## src/rtl/ttt_host_pkg.sv

```systemverilog
// Shared definitions for the TTT host driver: opcodes, status byte layout,
// FSM states and error flag positions.
package ttt_host_pkg;

    typedef enum logic [3:0] {
        OP_NOP       = 4'b0000,
        OP_INPUT     = 4'b0001,
        OP_ADVANCE   = 4'b0010,
        OP_PROG_DUR  = 4'b1001,
        OP_PROG_GOOD = 4'b1010,
        OP_PROG_BAD  = 4'b1011,
        OP_W_GOOD    = 4'b1100,
        OP_W_BAD     = 4'b1101,
        OP_INDPTR    = 4'b1110,
        OP_INDICES   = 4'b1111
    } op_e;

    // Status byte layout: {proc[7:4], startstop[3:2], stage[1:0]}
    localparam int STAT_STAGE_LSB = 0;
    localparam int STAT_SS_LSB    = 2;
    localparam int STAT_PROC_LSB  = 4;

    typedef enum logic [1:0] {
        ST_IDLE,
        ST_DRIVE,
        ST_WAIT_LEAVE,
        ST_WAIT_RETURN
    } state_e;

    // Bit positions inside err_flags = {timeout, overflow, illegal_op}
    localparam int ERR_ILLEGAL  = 0;
    localparam int ERR_OVERFLOW = 1;
    localparam int ERR_TIMEOUT  = 2;

    // Reserved codes the core does not understand: 0011, 01xx, 1000
    function automatic logic op_is_illegal(input logic [3:0] op);
        return (op == 4'b0011) || (op[3:2] == 2'b01) || (op == 4'b1000);
    endfunction

    // Codes that are actually presented to the core (NOP and reserved are not)
    function automatic logic op_is_driven(input logic [3:0] op);
        return (op != OP_NOP) && !op_is_illegal(op);
    endfunction

endpackage

```

## src/rtl/ttt_host_evt_fifo.sv

```systemverilog
// Event FIFO: wrap-around read/write pointers plus an occupancy count.
// A push into a full FIFO is dropped unless a pop happens the same cycle.
module ttt_host_evt_fifo #(
    parameter int DEPTH = 4,
    parameter int WIDTH = 6
) (
    input  logic             clk,
    input  logic             rst_n,
    input  logic             push,
    input  logic [WIDTH-1:0] push_data,
    input  logic             pop,
    output logic [WIDTH-1:0] head,
    output logic             empty,
    output logic             dropped
);
    localparam int AW = $clog2(DEPTH);
    localparam int CW = AW + 1;

    logic [WIDTH-1:0] mem [DEPTH];
    logic [AW-1:0]    wr_ptr_q, wr_ptr_d, rd_ptr_q, rd_ptr_d;
    logic [CW-1:0]    cnt_q, cnt_d;
    logic             do_push, do_pop, full;

    // Work out which side of the handshake really happens and the next pointers
    always_comb begin
        full     = (cnt_q == CW'(DEPTH));
        do_pop   = pop && (cnt_q != '0);
        do_push  = push && (!full || do_pop);
        dropped  = push && full && !do_pop;
        wr_ptr_d = do_push ? wr_ptr_q + 1'b1 : wr_ptr_q;
        rd_ptr_d = do_pop  ? rd_ptr_q + 1'b1 : rd_ptr_q;
        cnt_d    = cnt_q + CW'(do_push) - CW'(do_pop);
    end

    // Pointer and count registers
    always_ff @(posedge clk) begin
        if (!rst_n) begin
            wr_ptr_q <= '0;
            rd_ptr_q <= '0;
            cnt_q    <= '0;
        end else begin
            wr_ptr_q <= wr_ptr_d;
            rd_ptr_q <= rd_ptr_d;
            cnt_q    <= cnt_d;
        end
    end

    // Storage needs no reset; only slots covered by the count are ever read
    always_ff @(posedge clk) begin
        if (do_push) begin
            mem[wr_ptr_q] <= push_data;
        end
    end

    assign head  = mem[rd_ptr_q];
    assign empty = (cnt_q == '0);

endmodule

```

## src/rtl/ttt_host_driver.sv

```systemverilog
// Host-side driver for the TTT core: accepts commands, drives them as packets
// onto the core inputs, waits on the stage handshake for ADVANCE, and records
// start/stop events. Optional event FIFO is enabled by TTT_HOST_EVT_FIFO_EN.
module ttt_host_driver
    import ttt_host_pkg::*;
#(
    parameter int HOLD_CYCLES    = 1,
    parameter int TIMEOUT_CYCLES = 255,
    parameter int EVT_DEPTH      = 4
) (
    input  logic        clk,
    input  logic        rst_n,
    input  logic        cmd_valid,
    output logic        cmd_ready,
    input  logic [3:0]  cmd_op,
    input  logic [11:0] cmd_data,
    output logic [3:0]  pkt_op,
    output logic [11:0] pkt_data,
    input  logic [7:0]  status_in,
    output logic        evt_valid,
    input  logic        evt_ready,
    output logic [3:0]  evt_proc,
    output logic [1:0]  evt_startstop,
    output logic        busy,
    output logic [2:0]  err_flags,
    input  logic        err_clear
);
    localparam logic [3:0] HOLD_LAST = 4'(HOLD_CYCLES - 1);
    localparam logic [7:0] TO_LAST   = 8'(TIMEOUT_CYCLES - 1);

    state_e      state_q, state_d;
    logic [3:0]  pkt_op_q, pkt_op_d;
    logic [11:0] pkt_data_q, pkt_data_d;
    logic [3:0]  hold_cnt_q, hold_cnt_d;
    logic [7:0]  wait_cnt_q, wait_cnt_d;
    logic [2:0]  err_q, err_d;
    logic        cmd_ready_q, cmd_ready_d;
    logic        busy_q, busy_d;
    logic        set_timeout, set_illegal, set_overflow;
    logic [1:0]  stage;

    assign stage = status_in[STAT_STAGE_LSB +: 2];

`ifdef TTT_HOST_EVT_FIFO_EN
    logic       evt_push, evt_empty, evt_dropped;
    logic [5:0] evt_head;

    assign evt_push = (status_in[STAT_SS_LSB +: 2] != 2'b00);

    ttt_host_evt_fifo #(
        .DEPTH (EVT_DEPTH),
        .WIDTH (6)
    ) u_evt_fifo (
        .clk       (clk),
        .rst_n     (rst_n),
        .push      (evt_push),
        .push_data ({status_in[STAT_PROC_LSB +: 4], status_in[STAT_SS_LSB +: 2]}),
        .pop       (evt_ready),
        .head      (evt_head),
        .empty     (evt_empty),
        .dropped   (evt_dropped)
    );

    assign evt_valid     = !evt_empty;
    assign evt_proc      = evt_head[5:2];
    assign evt_startstop = evt_head[1:0];
    assign set_overflow  = evt_dropped;
`else
    logic unused_evt_inputs;

    assign unused_evt_inputs = ^{evt_ready, status_in[7:2]};
    assign evt_valid         = 1'b0;
    assign evt_proc          = 4'h0;
    assign evt_startstop     = 2'b00;
    assign set_overflow      = 1'b0;
`endif

    // Next-state logic for the command FSM, packet outputs and sticky errors
    always_comb begin
        state_d     = state_q;
        pkt_op_d    = pkt_op_q;
        pkt_data_d  = pkt_data_q;
        hold_cnt_d  = hold_cnt_q;
        wait_cnt_d  = wait_cnt_q;
        set_timeout = 1'b0;
        set_illegal = 1'b0;
        case (state_q)
            ST_IDLE: begin
                if (cmd_valid) begin
                    state_d     = ST_DRIVE;
                    hold_cnt_d  = '0;
                    set_illegal = op_is_illegal(cmd_op);
                    if (op_is_driven(cmd_op)) begin
                        pkt_op_d   = cmd_op;
                        pkt_data_d = cmd_data;
                    end else begin
                        pkt_op_d   = OP_NOP;
                        pkt_data_d = '0;
                    end
                end
            end
            ST_DRIVE: begin
                if (hold_cnt_q == HOLD_LAST) begin
                    pkt_op_d   = OP_NOP;
                    pkt_data_d = '0;
                    wait_cnt_d = '0;
                    state_d    = (pkt_op_q == OP_ADVANCE) ? ST_WAIT_LEAVE : ST_IDLE;
                end else begin
                    hold_cnt_d = hold_cnt_q + 4'd1;
                end
            end
            ST_WAIT_LEAVE, ST_WAIT_RETURN: begin
                wait_cnt_d = wait_cnt_q + 8'd1;
                if (state_q == ST_WAIT_LEAVE && stage != 2'b00) begin
                    state_d = ST_WAIT_RETURN;
                end else if (state_q == ST_WAIT_RETURN && stage == 2'b00) begin
                    state_d = ST_IDLE;
                end else if (wait_cnt_q == TO_LAST) begin
                    state_d     = ST_IDLE;
                    set_timeout = 1'b1;
                end
            end
            default: state_d = ST_IDLE;
        endcase

        cmd_ready_d = (state_d == ST_IDLE);
        busy_d      = (state_d != ST_IDLE);

        err_d = err_clear ? 3'b000 : err_q;
        err_d[ERR_TIMEOUT]  = err_d[ERR_TIMEOUT]  | set_timeout;
        err_d[ERR_OVERFLOW] = err_d[ERR_OVERFLOW] | set_overflow;
        err_d[ERR_ILLEGAL]  = err_d[ERR_ILLEGAL]  | set_illegal;
    end

    // Register state, counters and all outputs; reset aborts any in-flight command
    always_ff @(posedge clk) begin
        if (!rst_n) begin
            state_q     <= ST_IDLE;
            pkt_op_q    <= '0;
            pkt_data_q  <= '0;
            hold_cnt_q  <= '0;
            wait_cnt_q  <= '0;
            err_q       <= '0;
            cmd_ready_q <= 1'b1;
            busy_q      <= 1'b0;
        end else begin
            state_q     <= state_d;
            pkt_op_q    <= pkt_op_d;
            pkt_data_q  <= pkt_data_d;
            hold_cnt_q  <= hold_cnt_d;
            wait_cnt_q  <= wait_cnt_d;
            err_q       <= err_d;
            cmd_ready_q <= cmd_ready_d;
            busy_q      <= busy_d;
        end
    end

    assign pkt_op    = pkt_op_q;
    assign pkt_data  = pkt_data_q;
    assign err_flags = err_q;
    assign cmd_ready = cmd_ready_q;
    assign busy      = busy_q;

endmodule

```

## config.mk

```make
export PLATFORM = sky130hd
export DESIGN_NAME = ttt_host_driver
export DESIGN_NICKNAME = d
export VERILOG_FILES = /design/src/rtl/ttt_host_pkg.sv /design/src/rtl/ttt_host_evt_fifo.sv /design/src/rtl/ttt_host_driver.sv
export SDC_FILE = /design/constraint.sdc
export NUM_CORES = 1
export LEC_CHECK = 0
export ABC_AREA = 0
export BUFFER_PORTS_ARGS = -buffer_cell sky130_fd_sc_hd__buf_2
export CAP_MARGIN = 20
export CORE_MARGIN = 2
export CORE_UTILIZATION = 48
export DETAILED_ROUTE_END_ITERATION = 8
export HOLD_SLACK_MARGIN = 0.08
export PLACE_DENSITY = 0.78
export SYNTH_ARGS = -nofsm -noshare
export SYNTH_HDL_FRONTEND = slang
export SYNTH_SLANG_ARGS = --single-unit
```

## constraint.sdc

```tcl
create_clock -name clk -period 1.75 [get_ports clk]
set_clock_uncertainty 0.05 [all_clocks]
set_input_delay 0.0875 -clock clk [delete_from_list [all_inputs] [get_ports clk]]
set_output_delay 0.0875 -clock clk [all_outputs]
set_load 0.005 [all_outputs]
```

# [After elaboration in Yosys (flattened, before gate mapping)]
# Index checks and enable logic that the tools add are counted.
[op_classes] add_sub_neg=2 multipliers=0 div_mod_pow=0 n_lt_le_gt_ge=0 eq_ne=11 shifts=0 n_mux=27 bitwise=2 reduce_logical=19
[ops] operator="12-bit 2-to-1 mux" n=3
[ops] operator="12-bit case mux with 2 select lines" n=1
[ops] operator="4-bit 2-to-1 mux" n=5
[ops] operator="4-bit case mux with 2 select lines" n=2
[ops] operator="8-bit case mux with 2 select lines" n=1
[ops] operator="2-bit 2-to-1 mux" n=6
[ops] operator="8-bit by 1-bit adder with 8-bit output, second input constant" n=1
[ops] operator="4-bit by 2-bit equality test with 1-bit output, second input constant" n=2
[ops] operator="8-bit equality test, second input constant" n=1
[ops] operator="8-bit 2-to-1 mux" n=1
[ops] operator="2-bit nonzero test" n=4
[ops] operator="2-bit zero test" n=3
[ops] operator="1-bit 2-to-1 mux" n=6
[ops] operator="2-bit inequality test, second input constant" n=3
[ops] operator="2-bit case mux with 3 select lines" n=1
[ops] operator="3-bit AND reduction" n=2
[ops] operator="4-bit by 1-bit adder with 4-bit output, second input constant" n=1
[ops] operator="2-bit by 1-bit equality test with 1-bit output, second input constant" n=2
[ops] operator="2-bit equality test, second input constant" n=2
[ops] operator="4-bit equality test, second input constant" n=1
[ops] operator="4-bit zero test" n=1
[ops] operator="4-bit nonzero test" n=1
[ops] operator="1-bit logical AND" n=3
[ops] operator="3-bit 2-to-1 mux" n=1
[ops] operator="5 further kinds" n=7
[word_totals] register_bits=34 latchBits=0 ram_bits=0 rom_bits=0 out_inout_bits=28 mem_count=0

# [Depth between registers and ports, before layout]
# Gate-level depths: netlist of run 1.
[depth] ltp_word=8 ltp_mapped=6 depth_no_buf=6

# [Worst setup path after synthesis of run 1]
# OpenSTA, ideal clock, no wires.
[synth_path] kind="register to register" start="register wait_cnt_q[0]" end="register cmd_ready_q (netlist: cmd_ready)" t_arrival_ns=1.348 slack_ns=0.236 stages_incl_launch_ff=6 period_less_slack_ns=1.514 cell_sequence="dfxtp_1 -> inv_1 -> ha_1 -> and4_4 -> maj3_1 -> o211a_1"
[synth_via] elab_chain_cells=6
[synth_rtl] element="start, declared" line_no="ttt_host_driver.sv:35" text="logic [7:0] wait_cnt_q, wait_cnt_d;"
[synth_rtl] element="start signal, assigned" line_no="ttt_host_driver.sv:151" text="wait_cnt_q <= wait_cnt_d;"
[synth_rtl] element="8-bit equality test" line_no="ttt_host_driver.sv:118" text="end else if (wait_cnt_q == TO_LAST) begin"
[synth_rtl] element="2-bit 2-to-1 mux" line_no="ttt_host_driver.sv:118"
[synth_rtl] element="2-bit 2-to-1 mux" line_no="ttt_host_driver.sv:116" text="end else if (state_q == ST_WAIT_RETURN && stage == 2'b00) begin"
[synth_rtl] element="2-bit 2-to-1 mux" line_no="ttt_host_driver.sv:114" text="if (state_q == ST_WAIT_LEAVE && stage != 2'b00) begin"
[synth_rtl] element="2-bit case mux with 3 select lines" line_no="ttt_host_driver.sv:87" text="case (state_q)"
[synth_rtl] element="2-bit zero test" line_no="ttt_host_driver.sv:126" text="cmd_ready_d = (state_d == ST_IDLE);"
[synth_rtl] element="end signal, assigned" line_no="ttt_host_driver.sv:153" text="cmd_ready_q <= cmd_ready_d;"
[synth_rtl] element="end, declared" line_no="ttt_host_driver.sv:37" text="logic cmd_ready_q, cmd_ready_d;"
# Every way passes these cells.
# A chain may end at the register's enable or synchronous reset.

# [Final worst setup path of run 1]
[layout_path] start="register state_q[0]" end="register pkt_op_q[2] (netlist: pkt_op[2])"
[layout_via] elab_chain_cells=3
[layout_rtl] element="start, declared" line_no="ttt_host_driver.sv:31" text="state_e state_q, state_d;"
[layout_rtl] element="start signal, assigned" line_no="ttt_host_driver.sv:147" text="state_q <= state_d;"
[layout_rtl] element="2-bit by 1-bit equality test with 1-bit output / 2-bit zero test (equally long branches)" line_no="ttt_host_driver.sv:87"
[layout_rtl] element="2-bit inequality test (no source line) / 2-bit nonzero test (equally long branches)"
[layout_rtl] element="3-bit AND reduction (no source line)"
[layout_rtl] element="end signal, assigned" line_no="ttt_host_driver.sv:148" text="pkt_op_q <= pkt_op_d;"
[layout_rtl] element="end, declared" line_no="ttt_host_driver.sv:32" text="logic [3:0] pkt_op_q, pkt_op_d;"
# Several ways; a longest one is shown, not always the timed one.

==> results.py, run 1 <==
metrics = {
    "run_status": {
        "status": "finished, final reports clean",
    },
    "floorplan": {
        "die_w_um": 60.9,
        "io_pins": 57,
        "num_rows": 20,
        "core_um2": 3080,
        "initial_core_util_pct": 50.5,
        "die_h_um": 60.9,
        "die_area_um2": 3710,
    },
    "logic_synthesis": {
        "syn_area_per_cell_um2": 9.48,
        "ys.flop_type": "dfxtp_1",
        "yosys.area_share.simple_pct": 23.7,
        "synth-seq-cells": 34,
        "synthCells": 164,
        "synth-xor-area-share_pct": 3.94,
        "synth.cell_area_um2": 1560,
        "ys_seq_area_share_pct": 43.8,
        "synth.distinct_cells": 44,
        "synth_top_family_by_area": "simple AND/OR/NAND/NOR gates",
        "synth-edff-count": 0,
        "synthMuxAreaShare_pct": 0.644,
        "synth_compound_area_share_pct": 16.5,
        "yosys_warnings": 0,
        "synth_fa_ha_area_share_pct": 3.86,
        "async_flop_share_pct": 0,
    },
    "job": {
        "max_cap_violations": 0,
    },
    "worst_setup_path": {
        "worstPathArrival_ps": 1880,
        "cpMaxStageDelayCell": "dlygate4sd3_1",
        "crit_fanout": 10,
        "required_ps": 1980,
        "start_kind": "register",
        "reg2reg_from": "state_q[0]",
        "r2r-end": "pkt_op[2]",
        "rrSetupSlack_ps": 100,
        "critical_path.max_stage_delay_ps": 580,
        "path_cells": "nor3b_2, nand3_1, dlygate4sd3_1, a21boi_0",
        "crit_buf_inv": 1,
        "crit_type": "reg -> reg",
        "critPathTopFamily": "buffers and inverters",
        "r2r_cells": 4,
        "worstSetupEndpointType": "register",
    },
    "layout": {
        "fillCellCount": 239,
        "syn_to_final_growth_pct": 32.7,
        "fin_area_um2": 2060,
        "layout-drive-gt1-share_pct": 28.0,
        "final_core_util_pct": 67.1,
        "antenna-diode-count": 0,
        "layout.nets": 264,
    },
    "timing": {
        "finalHoldViolations": 0,
        "setup_viol": 0,
        "tightest_slew_ps": 541,
        "finalCriticalPeriod_ps": 1650,
        "slew-limit-headroom_pct": 63.7,
        "worst_slack_ps": 98.2,
        "tns_ps": 0,
        "fin_crit_sh_pct": 94.4,
        "max_freq_mhz": 605,
        "rsz0062_at_grt": "no",
        "slew_violations": 0,
    },
    "power": {
        "internal_power_mw": 1.11,
        "pwr-share-comb_pct": 15.0,
        "clkPwrFrac_pct": 30.8,
        "power_density_nw_per_um2": 736,
        "seqPwrFrac_pct": 54.2,
        "p_sw_uw": 407,
        "power_leakage_nw": 0.904,
        "switching_share_pct": 26.8,
        "vdd_drop_max_v": 0.000324,
    },
    "global_route": {
        "grt_antenna_before_repair": 0,
        "grt_util_all_layers_pct": 22.0,
        "grt-ovfl-total": 0,
        "grt_max_degree": 15,
        "grt_pass1_vias": 1266,
        "grt_pass1_wl_um": 5800,
    },
    "place": {
        "hpwl_um": 2330,
        "io_buffers": 41,
        "placed_area_um2": 1780,
        "place_congestion": 0.876,
        "post-place-ws_ps": 43.9,
    },
    "clocking": {
        "clock_latency_ps": 340,
        "htree_levels": 2,
        "numCtsBuffers": 5,
        "clockBufferDepth": 2,
        "cts_sinks": 34,
        "cts_root_buffer": "clkbuf_4",
        "cts.clk_slew.worst_paths_ps": 110,
        "cts_tree": "built",
    },
    "hold_path": {
        "hp-start": "cmd_valid",
        "hp-class": "in -> reg",
        "holdPathEnd": "state_q[0]",
        "min_path_cells": 3,
    },
    "drt": {
        "detail-route-antenna-nets": 0,
        "drtIter0Drc": 40,
        "vias": 1418,
        "drt_drc_violations_left": 0,
        "routed_wl_um": 3760,
        "drt_first_pass_iters": 4,
        "viasPerCell": 5.14,
        "routedWlPerCell_um": 13.6,
    },
}
## registers in the layout, indices dropped and copies added, names as in the netlist
signal,cells
busy,1
cmd_ready,1
err_flags,2
hold_cnt_q,4
pkt_data,12
pkt_op,4
state_q,2
wait_cnt_q,8
## power groups by stage
stage / registers [mW] / clock network [mW] / logic, mW
3_3_place_gp: 0.839 / 0 / 0.181
4_1_cts: 0.822 / 0.475 / 0.219
3_5_place_dp: 0.840 / 0 / 0.184
6_report: 0.823 / 0.469 / 0.228
5_1_grt: 0.827 / 0.506 / 0.252
2_1_floorplan: 0.837 / 0 / 0.127
## routing by layer
layer | part of all wire, % | global-route usage [%] | vias to the layer above
met5 | 0 | 0 | -
li1 | - | - | 705
met1 | 44 | 26.8 | 656
met2 | 48 | 34.6 | 49
met3 | 5.3 | 6.61 | 8
met4 | 2.6 | 12.7 | 0
## cell type report
class	count	area [um^2]	area share, %
multi-input cells	119	797	38.6
flip-flops and latches	34	681	33.0
repair buffers	67	453	21.9
well taps	44	55.1	2.67
clock buffers	6	51.3	2.48
inverters	4	15.0	0.727
clock inverters	2	12.5	0.606
## cell families after synthesis
family,Yosys count
adder cells (fa/ha/maj),5
flip-flops,34
AO/OA/AOI/OAI,35
AND/OR/NAND/NOR,63
other,1
buffers and inverters,18
XOR/XNOR,7
multiplexers,1
## stage by stage
step | total power, mW | instances | hold WS (ps)
after global routing | 1.58 | 276 | 83.5
final | 1.52 | 276 | 87.5
after floorplan | 0.964 | 171 | 170
after detailed placement | 1.02 | 247 | 257
after CTS | 1.52 | 276 | 108
after global placement | 1.02 | 247 | 253
## Yosys cell counts, types with 2 or more instances
cell type / number / area [um^2]
a21boi_0: 2 / 15.0
a21oi_1: 4 / 20.0
a22o_1: 12 / 105
and3_1: 4 / 25.0
and4_4: 2 / 22.5
buf_2: 2 / 10.0
buf_4: 8 / 60.1
buf_6: 2 / 22.5
clkbuf_1: 2 / 7.51
dfxtp_1: 34 / 681
ha_1: 4 / 50.1
inv_1: 4 / 15.0
nand2_1: 12 / 45.0
nand3_1: 8 / 40.0
nand3b_1: 3 / 22.5
nand4_1: 2 / 12.5
nor2_1: 15 / 56.3
nor2b_1: 3 / 18.8
nor2b_2: 2 / 17.5
nor3_1: 2 / 10.0
o211ai_1: 2 / 15.0
o21a_1: 2 / 15.0
o21ai_0: 6 / 30.0
o22ai_1: 2 / 12.5
xnor2_1: 4 / 35.0
xor2_1: 3 / 26.3
## cell usage in the layout (no fill, tap or decap), types with 3 or more instances in the layout
cell type | synthesis | routed
a21oi_1 | 4 | 4
a22o_1 | 12 | 12
and3_1 | 4 | 4
buf_2 | 2 | 41
buf_4 | 8 | 5
clkbuf_4 | 0 | 5
conb_1 | 1 | 8
dfxtp_1 | 34 | 34
dlygate4sd3_1 | 0 | 21
ha_1 | 4 | 4
inv_1 | 4 | 4
nand2_1 | 12 | 12
nand3_1 | 8 | 8
nand3b_1 | 3 | 3
nor2_1 | 15 | 15
nor2b_1 | 3 | 3
o21ai_0 | 6 | 6
xnor2_1 | 4 | 4
xor2_1 | 3 | 3
## tightest hold or removal path, cell delays in order
cell and delay [ps]:
buf_2 130, o311ai_1 150, nand2_1 80
## timing repair
action,in CTS,in global routing
endpoints found under the setup margin,0,14
endpoints found under the hold margin,20,0
hold buffers,21,0
resized for setup,0,3
setup buffers,0,0
## worst max path at each step
stage	start	endpoint	cells after the start
floorplan	wait_cnt_q[0]	cmd_ready	5
global placement	state_q[0]	pkt_data[3]	4
detailed placement	state_q[0]	pkt_data[3]	4
CTS	state_q[0]	pkt_data[3]	4
global route	state_q[0]	pkt_op[2]	4
finish	state_q[0]	pkt_op[2]	4
Note: power is estimated with default switching activity, not from simulation.
==> run 2: changes to the inputs <==
==> constraint.sdc (replaced) <==
create_clock -name clk -period 1.7 [get_ports clk]
set_clock_uncertainty 0.05 [all_clocks]
set_input_delay 0.085 -clock clk [delete_from_list [all_inputs] [get_ports clk]]
set_output_delay 0.085 -clock clk [all_outputs]
set_load 0.005 [all_outputs]
==> run 2 against run 1 <==
Die area did not move. Maximum frequency up 5.3%. Non-clock buffer count is 1 higher. Worst setup slack improved by 33 ps. Sequential share of layout area decreased by 0.61 points. Critical path type unchanged. Via count down 3.2%. Sequential power rose by 2.8%. Final area rose by 1.9%. Wire length shrank 2.4%. Largest cell class unchanged. Worst hold slack worse by 48 ps. First-iteration DRC count grew 93%. Register-to-register slack improved by 30 ps.
==> results.py, run 2 (synthesized netlist as in run 1, its figures left out) <==
metrics = {
    "global_route": {
        "grt_antenna_before_repair": 0,
        "grt_max_degree": 13,
        "grt_pass1_wl_um": 5330,
        "grt_util_all_layers_pct": 20.0,
        "grt-ovfl-total": 0,
        "grt_pass1_vias": 1177,
    },
    "worst_setup_path": {
        "worstSetupEndpointType": "register",
        "r2r-end": "cmd_ready",
        "worstPathArrival_ps": 1770,
        "rrSetupSlack_ps": 130,
        "start_kind": "register",
        "required_ps": 1900,
        "r2r_cells": 6,
        "crit_type": "reg -> reg",
        "crit_fanout": 6,
        "reg2reg_from": "hold_cnt_q[0]",
    },
    "drt": {
        "drt_drc_violations_left": 0,
        "viasPerCell": 4.96,
        "routedWlPerCell_um": 13.2,
        "vias": 1373,
        "drt_first_pass_iters": 4,
        "detail-route-antenna-nets": 0,
        "routed_wl_um": 3670,
        "drtIter0Drc": 77,
    },
    "run_status": {
        "status": "finished, final reports clean",
    },
    "layout": {
        "layout.nets": 265,
        "largest_reg_flops": 12,
        "syn_to_final_growth_pct": 35.2,
        "fin_cells": 277,
        "antenna-diode-count": 0,
        "final_core_util_pct": 68.3,
        "mostFrequentLayoutCell": "buf_2",
        "layout-drive-gt1-share_pct": 29.6,
        "mostFrequentLayoutCells": "41 x buf_2, 34 x dfxtp_1, 19 x dlygate4sd3_1",
    },
    "floorplan": {
        "die_area_um2": 3710,
        "die_h_um": 60.9,
        "num_rows": 20,
        "core_um2": 3080,
        "io_pins": 57,
        "initial_core_util_pct": 50.5,
        "die_w_um": 60.9,
    },
    "timing": {
        "slew_violations": 0,
        "setup_viol": 0,
        "tns_ps": 0,
        "tightest_slew_ps": 539,
        "slew-limit-headroom_pct": 63.8,
        "max_freq_mhz": 638,
        "fin_crit_sh_pct": 92.3,
        "worst_slack_ps": 132,
        "rsz0062_at_grt": "no",
        "finalHoldViolations": 0,
        "finalCriticalPeriod_ps": 1570,
    },
    "job": {
        "max_cap_violations": 0,
    },
    "power": {
        "power_leakage_nw": 0.926,
        "power_density_nw_per_um2": 815,
        "vdd_drop_max_v": 0.000580,
        "p_total_mw": 1.71,
    },
    "clocking": {
        "cts_root_buffer": "clkbuf_4",
        "cts.clk_slew.worst_paths_ps": 130,
        "cts_sinks": 34,
        "cts_tree": "built",
        "clock_latency_ps": 360,
        "numCtsBuffers": 5,
        "clockBufferDepth": 2,
        "htree_levels": 2,
    },
    "place": {
        "place_congestion": 0.778,
        "post-place-ws_ps": 46.9,
        "hpwl_um": 2290,
        "numPlacedInstances": 249,
        "io_buffers": 41,
    },
    "hold_path": {
        "holdPathEnd": "state_q[0]",
        "min_path_cells": 3,
        "hp-class": "in -> reg",
        "hp-start": "cmd_valid",
    },
}
run 2: cell count changes in the layout (fill, tap and decap cells not counted), sizes merged:
cell / delta
bufinv: +1
buf: +3
dlygate4sd3: -2
clkbuf: -1
clkinv: -1
clkinvlp: +1
run 2: where the power goes:
part / switching (mW) / internal (mW)
Sequential: 0.0191 / 0.826
Combinational: 0.118 / 0.130
Clock: 0.312 / 0.308
Total: 0.449 / 1.26
run 2: cell type report:
cell class,instances,area (um^2)
tap,44,55.1
inverter,4,15.0
sequential,34,681
clock inverter,3,45.0
fill,240,975
clock buffer,5,37.5
timing repair buffer,68,468
multi-input combinational,119,802
run 2: through the flow:
stage	area [um^2]	hold slack [ps]
2_1_floorplan	1580	168
3_3_place_gp	1790	250
3_5_place_dp	1790	256
4_1_cts	2070	103
5_1_grt	2100	86.4
6_report	2100	39.3
run 2: worst max path at each step:
stage,start,endpoint,cells after the start
2_1_floorplan,wait_cnt_q[0],cmd_ready,5
3_3_place_gp,state_q[1],pkt_data[3],4
3_5_place_dp,state_q[1],pkt_data[11],4
4_1_cts,hold_cnt_q[0],cmd_ready,6
5_1_grt,hold_cnt_q[0],cmd_ready,6
6_report,hold_cnt_q[0],cmd_ready,6
run 2: timing repair:
item / CTS / global route
setup endpoints to repair: 1 / 16
hold buffers: 19 / 0
pin swaps: 0 / 1
endpoints found under the hold margin: 22 / 0
buffers inserted: 0 / 1
resized for setup: 1 / 4
gates cloned: 0 / 0
run 2: critical path: stages (launching register included):
cell      delay, ps
dfxtp_1         390
inv_1            70
ha_1            220
and4bb_2        290
nor2_1          140
o311ai_1        170
o211a_1         150
run 2: metal layers:
metal | up-vias | GRT usage (%) | wire length, um
met5 | - | 0 | 0
met4 | 0 | 9.32 | 29
met3 | 4 | 5.33 | 177
met2 | 44 | 32.0 | 1810
met1 | 621 | 25.3 | 1650
li1 | 704 | - | -
==> run 3: changes to the inputs <==
--- a/config.mk
+++ b/config.mk
@@ -5,11 +5,11 @@
 export SDC_FILE = /design/constraint.sdc
 export NUM_CORES = 1
 export LEC_CHECK = 0
-export ABC_AREA = 0
+export ABC_AREA = 1
 export BUFFER_PORTS_ARGS = -buffer_cell sky130_fd_sc_hd__buf_2
 export CAP_MARGIN = 20
 export CORE_MARGIN = 2
-export CORE_UTILIZATION = 48
+export CORE_UTILIZATION = 49
 export DETAILED_ROUTE_END_ITERATION = 8
 export HOLD_SLACK_MARGIN = 0.08
 export PLACE_DENSITY = 0.78
==> run 3 against run 2 <==
Via count up 18%. Largest cell class unchanged. Combinational power rose to 3.4 times the previous value. Global-route usage increased by 0.64 points. Synthesized area up 6.4%. Highest routed layer unchanged. Non-clock buffer count is 6 lower.
==> results.py, run 3 <==
metrics = {
    "run_status": {
        "status": "finished, final reports clean",
    },
    "layout": {
        "antenna-diode-count": 0,
        "syn_to_final_growth_pct": 26.5,
        "layout-drive-gt1-share_pct": 22.0,
        "largest_reg_flops": 12,
        "layout.nets": 318,
        "mostFrequentLayoutCells": "60 x nand2_1, 41 x buf_2, 33 x dfxtp_1",
        "mostFrequentLayoutCell": "nand2_1",
    },
    "logic_synthesis": {
        "synthCells": 224,
        "synth.distinct_cells": 26,
        "syn_area_per_cell_um2": 7.39,
        "ys.flop_type": "dfxtp_1",
        "async_flop_share_pct": 0,
        "yosys_warnings": 0,
        "yosysMostFrequentCell": "nand2_1",
        "synth.cell_area_um2": 1660,
        "synth-edff-count": 0,
        "ys_seq_area_share_pct": 41.1,
        "synthTopCellsByArea": "dfxtp_1 41%, nand2_1 14%, a21oi_1 8.8%",
        "synth_area_leader_cell": "dfxtp_1",
        "synth_commonest_cells": "60 x nand2_1, 34 x dfxtp_1, 29 x a21oi_1",
        "yosysTopAreaCellShare_pct": 41.1,
        "synth-seq-cells": 34,
    },
    "power": {
        "power_density_nw_per_um2": 1110,
        "power_leakage_nw": 0.957,
        "vdd_drop_max_v": 0.000665,
    },
    "worst_setup_path": {
        "crit_fanout": 5,
        "worstSetupEndpointType": "register",
        "start_kind": "register",
        "path_cells": "inv_1, ha_1, nand2_1, nor2_2, nand4_1, a21oi_1, dlygate4sd3_1",
        "critical_path.max_stage_delay_ps": 550,
        "cp-startpoint": "wait_cnt_q[0]",
        "required_ps": 1890,
        "r2r_cells": 7,
        "worstPathArrival_ps": 1800,
        "r2r-end": "err_flags[2]",
        "crit_buf_inv": 2,
        "crit_type": "reg -> reg",
        "rrSetupSlack_ps": 90,
        "critPathTopFamily": "buffers and inverters",
        "reg2reg_from": "wait_cnt_q[0]",
        "cpMaxStageDelayCell": "dlygate4sd3_1",
    },
    "global_route": {
        "grt_max_degree": 19,
        "grt-ovfl-total": 0,
        "grt_pass1_vias": 1610,
        "grt_pass1_wl_um": 6470,
        "grt_antenna_before_repair": 0,
        "grt_util_all_layers_pct": 20.7,
    },
    "hold_path": {
        "hp-class": "in -> reg",
        "hp-start": "cmd_valid",
        "holdPathEnd": "state_q[0]",
        "min_path_cells": 5,
    },
    "clocking": {
        "cts_root_buffer": "clkbuf_4",
        "cts.clk_slew.worst_paths_ps": 110,
        "numCtsBuffers": 5,
        "cts_tree": "built",
        "htree_levels": 2,
        "clock_latency_ps": 340,
        "clockBufferDepth": 2,
        "cts_sinks": 34,
    },
    "place": {
        "io_buffers": 41,
        "post-place-ws_ps": 273,
        "place_congestion": 0.758,
        "hpwl_um": 2460,
    },
    "drt": {
        "viasPerCell": 4.87,
        "drtIter0Drc": 133,
        "detail-route-antenna-nets": 0,
        "vias": 1616,
        "routedWlPerCell_um": 11.1,
        "drt_drc_violations_left": 0,
        "drt_first_pass_iters": 4,
        "routed_wl_um": 3690,
    },
    "floorplan": {
        "initial_core_util_pct": 50.4,
        "num_rows": 21,
        "core_um2": 3280,
        "die_w_um": 62.1,
        "die_h_um": 62.1,
        "die_area_um2": 3860,
        "io_pins": 57,
    },
    "timing": {
        "max_freq_mhz": 622,
        "setup_viol": 0,
        "finalCriticalPeriod_ps": 1610,
        "slew_violations": 0,
        "finalHoldViolations": 0,
        "tns_ps": 0,
        "worst_slack_ps": 93.2,
        "fin_crit_sh_pct": 94.5,
        "rsz0062_at_grt": "no",
    },
    "job": {
        "max_cap_violations": 0,
    },
}
==> run 3: worst max-delay path by stage <==
stage | endpoint | slack, ps | cells after the start
finish | err_flags[2] | 90 | 7
global route | err_flags[2] | 10 | 7
CTS | err_flags[2] | 90 | 6
detailed placement | pkt_data[6] | 270 | 9
global placement | hold_cnt_q[0] | 330 | 9
floorplan | pkt_op[1] | 420 | 10
==> run 3: cells by family (layout without fill, tap and decap cells) <==
kind of cell | after synthesis | count (layout) | synth area share, %
other cells | 1 | 8 | 0.227
simple gates | 108 | 108 | 29.8
fa+ha+maj | 4 | 4 | 3.02
buf+inv | 38 | 93 | 13.2
xor+xnor | 2 | 2 | 1.06
compound gates | 37 | 37 | 11.6
flops | 34 | 34 | 41.1
==> run 3: final cells by class <==
class,count,area [um^2]
Timing Repair Buffer,62,410
Clock buffer,6,51.3
Inverter,23,96.3
Clock inverter,2,12.5
Fill cell,286,1190
Multi-Input combinational cell,159,785
Tap cell,46,57.6
Sequential cell,34,682
==> run 3: worst reg2reg max path, delay by kind of cell, from the launching register on <==
| family | cells | cell delay, ps |
|---|---|---|
| adder cells (fa/ha/maj) | 1 | 180 |
| flip-flops | 1 | 400 |
| buffers and inverters | 2 | 610 |
| AND/OR/NAND/NOR | 3 | 190 |
| AO/OA/AOI/OAI | 1 | 60 |
==> run 3: power breakdown <==
group	internal, mW	switching [mW]	total, mW
sequential	0.909	0.0788	0.988
combinational	0.305	0.549	0.854
clock	0.199	0.287	0.485
total	1.41	0.915	2.33
==> run 3: metal layers <==
layer | vias to the layer above | part of all wire (%) | wire length (um) | track usage (%)
met5 | - | 0 | 0 | 0
met4 | 0 | 2.7 | 101 | 10.8
met3 | 12 | 4.8 | 177 | 5.25
met2 | 42 | 48 | 1760 | 35.7
met1 | 720 | 45 | 1650 | 23.5
li1 | 842 | - | - | -
==> run 3: through the flow <==
step / instance area (um^2) / hold slack (ps) / total power, mW / std cells / util (%)
2_1_floorplan: 1680 / 151 / 1.67 / 231 / -
4_1_cts: 2090 / 81.8 / 2.33 / 332 / 63.7
6_report: 2090 / 98.3 / 2.33 / 332 / 63.8
3_3_place_gp: 1840 / 307 / 1.80 / 305 / 55.9
3_5_place_dp: 1840 / 314 / 1.82 / 305 / 55.9
5_1_grt: 2090 / 133 / 2.51 / 332 / 63.8
==> run 3: timing repair <==
item | CTS | global route
setup buffers | 0 | 0
hold endpoints to repair | 27 | 0
endpoints found under the setup margin | 0 | 1
resized for setup | 0 | 2
hold buffers | 19 | 0
